===== src/rtl/partial_sum_acc_pkg.sv =====
// Shared types and helpers for the partial-sum accumulator.
package partial_sum_acc_pkg;

  // Sequencing states of the row/channel walk
  typedef enum logic [1:0] {
    ST_IDLE = 2'd0,
    ST_FILL = 2'd1,
    ST_ACC  = 2'd2
  } state_t;

  // Widest product the sign-extension helper handles
  localparam int SEXT_W  = 64;
  localparam int SEXT_IW = 6;

  // Accumulator width: product width plus 8 guard bits for window/channel growth
  function automatic int acc_width_of(input int bit_width);
    return 2 * bit_width + 8;
  endfunction

  // Replicate bit from_w-1 into every bit above it
  function automatic logic [SEXT_W-1:0] sign_extend(input logic [SEXT_W-1:0] val,
                                                    input int from_w);
    logic [SEXT_W-1:0] mask;
    mask = {SEXT_W{1'b1}} << from_w;
    return val[SEXT_IW'(from_w - 1)] ? (val | mask) : (val & ~mask);
  endfunction

endpackage


===== src/rtl/psum_row_buffer.sv =====
// Per-row partial-sum storage: one entry per output pixel, read-modify-write
// on each window result, with the old content ignored on the first channel.
module psum_row_buffer
  import partial_sum_acc_pkg::*;
#(
  parameter int ACC_WIDTH = 24,
  parameter int DEPTH     = 4,
  parameter int AW        = (DEPTH > 1) ? $clog2(DEPTH) : 1
) (
  input  logic                 i_clk,
  input  logic                 i_rst_n,
  input  logic                 i_wr_en,
  input  logic [AW-1:0]        i_addr,
  input  logic                 i_clear,
  input  logic [ACC_WIDTH-1:0] i_add,
  output logic [ACC_WIDTH-1:0] o_rd_data
);

  logic [ACC_WIDTH-1:0] r_mem [DEPTH];

  assign o_rd_data = r_mem[i_addr];

  // Accumulate the window result into its pixel slot; first channel starts from zero
  always_ff @(posedge i_clk or negedge i_rst_n) begin
    if (!i_rst_n) begin
      for (int i = 0; i < DEPTH; i++) r_mem[i] <= '0;
    end else if (i_wr_en) begin
      r_mem[i_addr] <= (i_clear ? '0 : r_mem[i_addr]) + i_add;
    end
  end

endmodule


===== src/rtl/partial_sum_acc.sv =====
// Folds per-pixel kernel-column products into 1-D sliding-window sums with a
// transposed-FIR chain, accumulates them across input channels in a row
// buffer, and streams finished pixels out through a one-entry output register.
module partial_sum_acc
  import partial_sum_acc_pkg::*;
#(
  parameter int BIT_WIDTH            = 8,
  parameter int NO_COL_KERNEL        = 5,
  parameter int NO_COL_INPUT_FEATURE = 8,
  parameter int NO_IN_CHANNEL        = 2,
  parameter int ACC_WIDTH            = acc_width_of(BIT_WIDTH)
) (
  input  logic                                 i_clk,
  input  logic                                 i_rst_n,
  input  logic [2*BIT_WIDTH*NO_COL_KERNEL-1:0] i_products,
  input  logic [NO_COL_KERNEL-1:0]             i_enable_core,
  input  logic                                 i_valid,
  output logic                                 o_ready,
  output logic [ACC_WIDTH-1:0]                 o_psum,
  output logic                                 o_valid,
  input  logic                                 i_ready,
  output logic                                 o_last,
  output logic                                 o_busy
);

  localparam int K    = NO_COL_KERNEL;
  localparam int W    = NO_COL_INPUT_FEATURE;
  localparam int PW   = 2 * BIT_WIDTH;
  localparam int NOUT = W - K + 1;
  localparam int PXW  = (W > 1) ? $clog2(W) : 1;
  localparam int MW   = (NOUT > 1) ? $clog2(NOUT) : 1;
  localparam int CHW  = (NO_IN_CHANNEL > 1) ? $clog2(NO_IN_CHANNEL) : 1;

  localparam logic [PXW-1:0] PIX_LAST  = PXW'(W - 1);
  localparam logic [PXW-1:0] PIX_FIRST = PXW'(K - 1);
  localparam logic [CHW-1:0] CH_LAST   = CHW'(NO_IN_CHANNEL - 1);

  state_t               r_state, w_state_next;
  logic [PXW-1:0]       r_pix, w_pix_next;
  logic [CHW-1:0]       r_ch, w_ch_next;
  logic [ACC_WIDTH-1:0] w_p [K];
  logic [ACC_WIDTH-1:0] w_r;
  logic [ACC_WIDTH-1:0] w_rb_rd;
  logic [ACC_WIDTH-1:0] w_out_base;
  logic [ACC_WIDTH-1:0] r_psum;
  logic                 r_valid;
  logic                 r_last;
  logic [MW-1:0]        w_m;
  logic                 w_accept, w_last_pix, w_last_ch, w_win_ok;
  logic                 w_rb_wr, w_out_load;

  assign o_ready    = !r_valid | i_ready;
  assign w_accept   = i_valid & o_ready;
  assign w_last_pix = (r_pix == PIX_LAST);
  assign w_last_ch  = (r_ch == CH_LAST);
  assign w_win_ok   = (r_pix >= PIX_FIRST);
  assign w_m        = MW'(r_pix - PIX_FIRST);
  assign w_pix_next = w_last_pix ? '0 : r_pix + 1'b1;
  assign w_ch_next  = !w_last_pix ? r_ch : (w_last_ch ? '0 : r_ch + 1'b1);

  // Sign-extend every lane to accumulator width; disabled lanes contribute zero
  always_comb begin
    for (int k = 0; k < K; k++) begin
      w_p[k] = i_enable_core[k]
             ? ACC_WIDTH'(sign_extend(SEXT_W'(i_products[PW*k +: PW]), PW))
             : '0;
    end
  end

  // Pixel and channel position, advanced only by accepted products
  always_ff @(posedge i_clk or negedge i_rst_n) begin
    if (!i_rst_n) begin
      r_pix <= '0;
      r_ch  <= '0;
    end else if (w_accept) begin
      r_pix <= w_pix_next;
      r_ch  <= w_ch_next;
    end
  end

  // Window chain; stale taps from the previous row are masked by the r_pix gate
  generate
    if (K > 1) begin : g_chain
      logic [ACC_WIDTH-1:0] r_s [K-1];

      // Each tap adds its lane to the running sum handed on by the previous tap
      always_ff @(posedge i_clk or negedge i_rst_n) begin
        if (!i_rst_n) begin
          for (int k = 0; k < K-1; k++) r_s[k] <= '0;
        end else if (w_accept) begin
          r_s[0] <= w_p[0];
          for (int k = 1; k < K-1; k++) r_s[k] <= r_s[k-1] + w_p[k];
        end
      end

      assign w_r = r_s[K-2] + w_p[K-1];
    end else begin : g_direct
      assign w_r = w_p[0];
    end
  endgenerate

  // Channels before the last only accumulate; the last channel feeds the output
  assign w_rb_wr    = w_accept & w_win_ok & !w_last_ch;
  assign w_out_load = w_accept & w_win_ok & w_last_ch;
  assign w_out_base = (NO_IN_CHANNEL == 1) ? '0 : w_rb_rd;

  psum_row_buffer #(
    .ACC_WIDTH (ACC_WIDTH),
    .DEPTH     (NOUT),
    .AW        (MW)
  ) u_rowbuf (
    .i_clk     (i_clk),
    .i_rst_n   (i_rst_n),
    .i_wr_en   (w_rb_wr),
    .i_addr    (w_m),
    .i_clear   (r_ch == '0),
    .i_add     (w_r),
    .o_rd_data (w_rb_rd)
  );

  // One-entry output register; load and drain in the same cycle keeps full rate
  always_ff @(posedge i_clk or negedge i_rst_n) begin
    if (!i_rst_n) begin
      r_valid <= 1'b0;
      r_psum  <= '0;
      r_last  <= 1'b0;
    end else if (w_out_load) begin
      r_valid <= 1'b1;
      r_psum  <= w_out_base + w_r;
      r_last  <= w_last_pix;
    end else if (i_ready) begin
      r_valid <= 1'b0;
      r_last  <= 1'b0;
    end
  end

  assign o_valid = r_valid;
  assign o_psum  = r_psum;
  assign o_last  = r_last;

  // FSM state register
  always_ff @(posedge i_clk or negedge i_rst_n) begin
    if (!i_rst_n) r_state <= ST_IDLE;
    else          r_state <= w_state_next;
  end

  // Next state: ACC once the window is full; after the final wrap, hold ACC until drained
  always_comb begin
    w_state_next = r_state;
    o_busy       = (r_state != ST_IDLE);
    if (w_accept) begin
      if (w_last_pix && w_last_ch)      w_state_next = ST_ACC;
      else if (w_pix_next >= PIX_FIRST) w_state_next = ST_ACC;
      else                              w_state_next = ST_FILL;
    end else if (r_state == ST_ACC && r_pix == '0 && r_ch == '0 && !r_valid) begin
      w_state_next = ST_IDLE;
    end
  end

endmodule


===== config.mk =====
export PLATFORM = sky130hd
export DESIGN_NAME = partial_sum_acc
export DESIGN_NICKNAME = d
export VERILOG_FILES = /design/src/rtl/partial_sum_acc_pkg.sv /design/src/rtl/psum_row_buffer.sv /design/src/rtl/partial_sum_acc.sv
export SDC_FILE = /design/constraint.sdc
export NUM_CORES = 1
export LEC_CHECK = 0
export ABC_CLOCK_PERIOD_IN_PS = 12800
export CAP_MARGIN = 20
export CORE_ASPECT_RATIO = 0.6
export CORE_MARGIN = 1.5
export CORE_UTILIZATION = 60
export CTS_BUF_LIST = sky130_fd_sc_hd__clkbuf_8
export DETAILED_ROUTE_END_ITERATION = 12
export GPL_TIMING_DRIVEN = 0
export PLACE_DENSITY = 0.81
export SETUP_SLACK_MARGIN = 0.5
export SLEW_MARGIN = 10
export SYNTH_ARGS = -nofsm -noshare
export SYNTH_HDL_FRONTEND = slang
export SYNTH_SLANG_ARGS = --single-unit

===== constraint.sdc =====
create_clock -name i_clk -period 12.8 [get_ports i_clk]
set_input_delay 2.56 -clock i_clk [delete_from_list [all_inputs] [get_ports i_clk]]
set_output_delay 2.56 -clock i_clk [all_outputs]
set_load 0.02 [all_outputs]

; ---- Word-level counts from Yosys, hierarchy flattened
; Cells that the tools add are included.
[word_totals]
register_bits = 224
output_inout_bits = 28
wordCells = 74
[classes]
add_sub_neg = 9
n_lt_le_gt_ge = 4
eq_ne = 2
mux = 26
bitwise = 7
n_reduce_logical = 12
[ops]
columns = op, count
row1 = 24-bit 2-to-1 mux, 14
row2 = 24-bit adder, 6
row3 = 96-bit bitwise mux, 1
row4 = 24-bit binary-select mux with 2-bit select, 1
row5 = 24-bit demux with 2-bit select, 1
row6 = 3-bit >= comparator (second input constant), 3
row7 = 2-bit 2-to-1 mux, 4
row8 = 2-bit nonzero test, 3
row9 = 1-bit logical AND, 5
row10 = 1-bit bitwise AND, 4
row11 = 1-bit 2-to-1 mux, 4
row12 = 3-bit by 1-bit adder with 3-bit output (second input constant), 1
row13 = 3-bit equality test (second input constant), 1
row14 = 3-bit logical NOT, 1
row15 = 3-bit by 1-bit < comparator with 1-bit output (second input constant), 1
row16 = 3-bit 2-to-1 mux, 1
row17 = 2-bit NOT with 3-bit output, 1
row18 = 2-bit equality test (second input constant), 1
row19 = 1-bit logical NOT, 2
row20 = 2-bit AND reduction, 1
row21 = 2-bit by 1-bit subtractor with 2-bit output (second input constant), 1
row22 = 1-bit adder (second input constant), 1
row23 = 1-bit NOT, 1
row24 = 1-bit bitwise OR, 1

; ---- Logic depth before layout (Yosys ltp)
[depth]
ltp_word = 8
depth_mapped = 21
depth_no_buf = 20

; ---- Modules after synthesis
; From an unflattened synthesis, not the netlist that was laid out.
[unflattened]
hier_cells = 1665
area_unflattened_um2 = 15048.2
[by_module_without_submodules]
columns = module, instances, cells_per_inst, area_each_um2
row1 = partial_sum_acc, 1, 1153, 9823.2
row2 = psum_row_buffer, 1, 512, 5225.0

; ---- Worst setup path after synthesis
; Ideal clock, no wire load.
[synth_timing]
path_type = input to register
from = input i_products[64]
to = register r_psum[23], in the netlist o_psum[23]
setup_ns = 0.133
arrival_ns = 6.358
t_required_ns = 12.667
slack_ns = 6.309
cell_stages = 19
path_buffers = 0
cell_sequence = and2_1 > ha_1 > fa_1 > a211oi_1 > o21ai_1 > a21oi_4 > o21bai_1 > a21oi_1 > xnor2_1 > ha_1 > a22o_1 > o31a_1 > a41oi_1 > o21ai_0 > nand4_1 > a31oi_1 > o41a_1 > xnor2_1 > o21ai_0
[synth_via]
elab_chain_cells = 4
[synth_rtl]
columns = item, line_no
row1 = "start, declared", partial_sum_acc.sv:15  ; input logic [2*BIT_WIDTH*NO_COL_KERNEL-1:0] i_products,
row2 = 24-bit 2-to-1 mux, partial_sum_acc_pkg.sv:25  ; return val[SEXT_IW'(from_w - 1)] ? (val | mask) : (val & ~mask);
row3 = 24-bit 2-to-1 mux, partial_sum_acc.sv:65  ; ? ACC_WIDTH'(sign_extend(SEXT_W'(i_products[PW*k +: PW]), PW))
row4 = 24-bit adder, partial_sum_acc.sv:96  ; assign w_r = r_s[K-2] + w_p[K-1];
row5 = 24-bit adder, partial_sum_acc.sv:129  ; r_psum <= w_out_base + w_r;
row6 = "end signal, assigned", partial_sum_acc.sv:129
row7 = "end, declared", partial_sum_acc.sv:45  ; logic [ACC_WIDTH-1:0] r_psum;
; Every way passes these cells.
; A chain may end at the register's enable or synchronous reset.

; ---- Worst setup path in the final report
[layout_timing]
from = input i_enable_core[4]
to = register r_psum[23], in the netlist o_psum[23]
[layout_via]
elab_chain_cells = 3
[layout_rtl]
columns = item, line_no
row1 = "start, declared", partial_sum_acc.sv:16  ; input logic [NO_COL_KERNEL-1:0] i_enable_core,
row2 = 24-bit 2-to-1 mux, partial_sum_acc.sv:65
row3 = 24-bit adder, partial_sum_acc.sv:96
row4 = 24-bit adder, partial_sum_acc.sv:129
; Every way passes these cells.

==> impl_metrics.csv <==
group,metric,value,unit
worst_setup_path,crit_path_end_kind,"flop",
cts,numCtsBuffers,36,
cts,path_clk_slew,0.06,ns
worst_setup_path,crit_buf_inv,2,
run,drv_cap,0,
cts,clk_path_buf_depth,3,
worst_setup_path,max_stage_delay,0.54,ns
sta,final-setup-viol-count,0,
global_route,antenna_found_initial,0,
pwr,irDropWorstVdd,0.136,mV
worst_setup_path,arrival,8.00,ns
die,rows,45,
placed_design,port_buffers,115,
die,coreArea,0.0257,sq mm
cts,htree_levels,2,
synthesis,synth_seq_cells,216,
cts,clk_latency,0.59,ns
cts,cts.hold.buffers_added,0,
global_route,grt_pass1_wl,73200,microns
worst_setup_path,cp_top_family,"compound AO/OA/AOI/OAI gates",
detailed_routing,wl_per_cell,20.3,microns
cells_and_area,diodes,0,
sta,fin_tns_setup,0,ns
synthesis,synthFlopType,"dfrtp_1",
cells_and_area,final_nets,2132,
pwr,p_per_area,284,mW/mm^2
sta,finalClockSkew,0.0352,ns
worst_setup_path,slowest_stage,"clkdlybuf4s50_1",
global_route,grt_max_degree,98,
worst_setup_path,crit_fanout,10,
synthesis,synth_nets,1977,
synthesis,syn_area_per_cell,9.16,sq um
cells_and_area,fillers,2022,
worst_setup_path,r2r-end,"u_rowbuf.r_mem[70]$_DFFE_PN0P_",
synthesis,synth-edff-count,0,
synthesis,synth_area,0.0160,sq mm
sta,worst_pin_slew,0.922,ns
die,die_height,129,microns
cts,cts_root_buffer,"clkbuf_8",
synthesis,synthArstFlopShare,100,%
worst_setup_path,r2r_slack,7.33,ns
detailed_routing,ant_nets,0,
worst_setup_path,cp_num_cells,20,
hold_path,hp-class,"flop to flop",
worst_setup_path,timing.rr.start,"r_pix[1]$_DFFE_PN0P_",
detailed_routing,drc,0,
cts,cts.sinks,216,
synthesis,synth_warnings,0,
cts,cts_tree,"built",
sta,fin_crit,7.54,ns
hold_path,hold_end,"g_chain.r_s[9]$_DFFE_PN0P_",
sta,min_period_over_period,58.9,%
global_route,grt-ovfl-total,0,
die,start_util,62.1,%
detailed_routing,drt_first_pass_iters,7,
cells_and_area,drive_gt1_share,9.10,%
run_status,outcome,"finished, final reports clean",
placed_design,post-place-cells,2211,
worst_setup_path,crit_required,13.25,ns
die,die_area,0.0276,sq mm
worst_setup_path,worst-setup-path-type,"input port to flop",
synthesis,synth.yosys.seq_area_share,33.9,%
cts,post-cts-setup-buffers,0,
placed_design,gp_congestion,0.991,
placed_design,dp_hpwl,36000,microns
sta,max_slew_margin,38.6,%
cts,cts_resized,0,
worst_setup_path,ff2ff_path_depth,16,
global_route,gr-usage-all-layers,34.5,%
synthesis,synthCells,1742,
sta,grt_setup_unrepaired,"no",
die,io_pins,117,
cells_and_area,layout.cells.non_filler,2275,
pwr,p_leak,8.47,nW
detailed_routing,drt_wl_total,46100,microns
synthesis,synthDistinctLibCells,88,
sta,maxSlewViolCount,0,
detailed_routing,avgViaCountPerCell,6.20,
sta,hold_violations,0,
detailed_routing,dr.first_iter.drc_count,1346,
die,die_width,214,microns
worst_setup_path,cp-start-kind,"input port",
detailed_routing,num_vias,14100,
worst_setup_path,cp_cell_sequence,"clkdlybuf4s50_1, clkbuf_1, and2_1, ha_1, a2111oi_1, nor3_2, a21oi_4, o21bai_1, a21oi_1, xnor2_1, ha_1, a22o_1, o31a_1, a41oi_1, o21ai_0, nand4_1, a31oi_1, o41a_1, xnor2_1, o21ai_0",
hold_path,hold_path_depth,2,
global_route,grt_pass1_vias,13300,
cells_and_area,syn_to_final_growth,14.9,%
sta,max_freq,133,MHz
hold_path,min_from,"g_chain.r_s[9]$_DFFE_PN0P_",
## report_power, final
group	internal, W	total [W]	switching (W)	leakage [nW]
registers	0.000964	0.00114	0.000173	2.71
logic	0.00137	0.00343	0.00206	5.33
clock network	0.000342	0.000649	0.000307	0.434
total	0.00267	0.00521	0.00254	8.47
## cells in the mapped netlist, types with 22 or more instances
cell / count / area (sq um)
xnor2_1: 74 / 648
a21o_1: 42 / 315
dfrtp_1: 216 / 5410
nor3_1: 25 / 125
ha_1: 140 / 1750
a21oi_1: 102 / 510
nand3_1: 39 / 195
mux2_2: 60 / 676
inv_1: 57 / 214
o21ai_0: 155 / 776
xor2_1: 46 / 403
nand2_1: 260 / 976
mux4_2: 22 / 495
nor2_1: 68 / 255
clkbuf_1: 55 / 206
and2_1: 91 / 569
## how the worst max path moves through the flow
stage                     startpoint                       endpoint
floorplan             i_products[64]         o_psum[23]$_DFFE_PN0P_
global placement             i_rst_n  u_rowbuf.r_mem[7]$_DFFE_PN0P_
detailed placement  i_enable_core[4]         o_psum[23]$_DFFE_PN0P_
CTS                 i_enable_core[4]         o_psum[23]$_DFFE_PN0P_
global route        i_enable_core[4]         o_psum[23]$_DFFE_PN0P_
finish              i_enable_core[4]         o_psum[23]$_DFFE_PN0P_
## logic make-up (layout without fill, tap and decap cells)
| family | Yosys count | after routing | share of synthesized area (%) |
|---|---|---|---|
| simple gates | 572 | 572 | 17.2 |
| compound gates | 469 | 469 | 19.1 |
| flops | 216 | 216 | 33.9 |
| fa+ha+maj | 146 | 146 | 11.7 |
| buf+inv | 128 | 309 | 3.11 |
| xor+xnor | 122 | 122 | 6.83 |
| mux | 89 | 89 | 8.09 |
## routing by layer
metal	vias to the layer above	share of wire, %	track usage (%)
met3	56	12	11.5
met1	6852	49	54.0
met4	0	1.4	6.75
li1	6550	-	-
met5	-	0	0
met2	648	38	45.5
## cells in the final DEF (no fill, tap or decap), types with 22 or more instances in the layout
cell             count
nand3_1             39
xor2_1              46
clkbuf_8            42
clkdlybuf4s50_1    114
nor3_1              25
ha_1               140
a21oi_1            102
nand2_1            260
mux2_2              60
o21ai_0            155
and2_1              91
dfrtp_1            216
xnor2_1             74
mux4_2              22
inv_1               72
a21o_1              42
clkbuf_1            55
nor2_1              68
## metrics by stage
| stage | cell area (sq um) | util (%) | setup WS [ns] | total power [W] | hold WS [ns] |
|---|---|---|---|---|---|
| finish | 18300 | 71.4 | 5.26 | 0.00521 | 0.476 |
| detailed placement | 17600 | 68.6 | 4.90 | 0.00444 | 0.459 |
| global route | 18300 | 71.4 | 4.82 | 0.00557 | 0.494 |
| floorplan | 16000 | - | 6.31 | 0.00348 | 0.438 |
| CTS | 18300 | 71.4 | 5.39 | 0.00511 | 0.480 |
| global placement | 17500 | 68.3 | 0.0276 | 0.00431 | 0.454 |
## flip-flops by register name (all words and copies together), names as in the netlist
| name | flops |
|---|---|
| g_chain.r_s | 88 |
| o_last | 1 |
| o_psum | 24 |
| o_valid | 1 |
| r_ch | 1 |
| r_pix | 3 |
| r_state | 2 |
| u_rowbuf.r_mem | 96 |
## final cells by class
type	count	area [sq um]	share of cell area (%)
Clock inverter	22	154	0.839
Inverter	57	214	1.17
Sequential cell	216	5410	29.5
Multi-Input combinational cell	1398	10100	54.8
Buffer	71	282	1.54
Clock buffer	42	578	3.15
Tap cell	352	440	2.40
Timing Repair Buffer	117	1210	6.60
## worst min-delay path: cells and delay by family (launching register included)
kind          cells  cell delay, ns
flops             1            0.35
simple gates      2            0.10
Power figures use the tool's default switching activity.
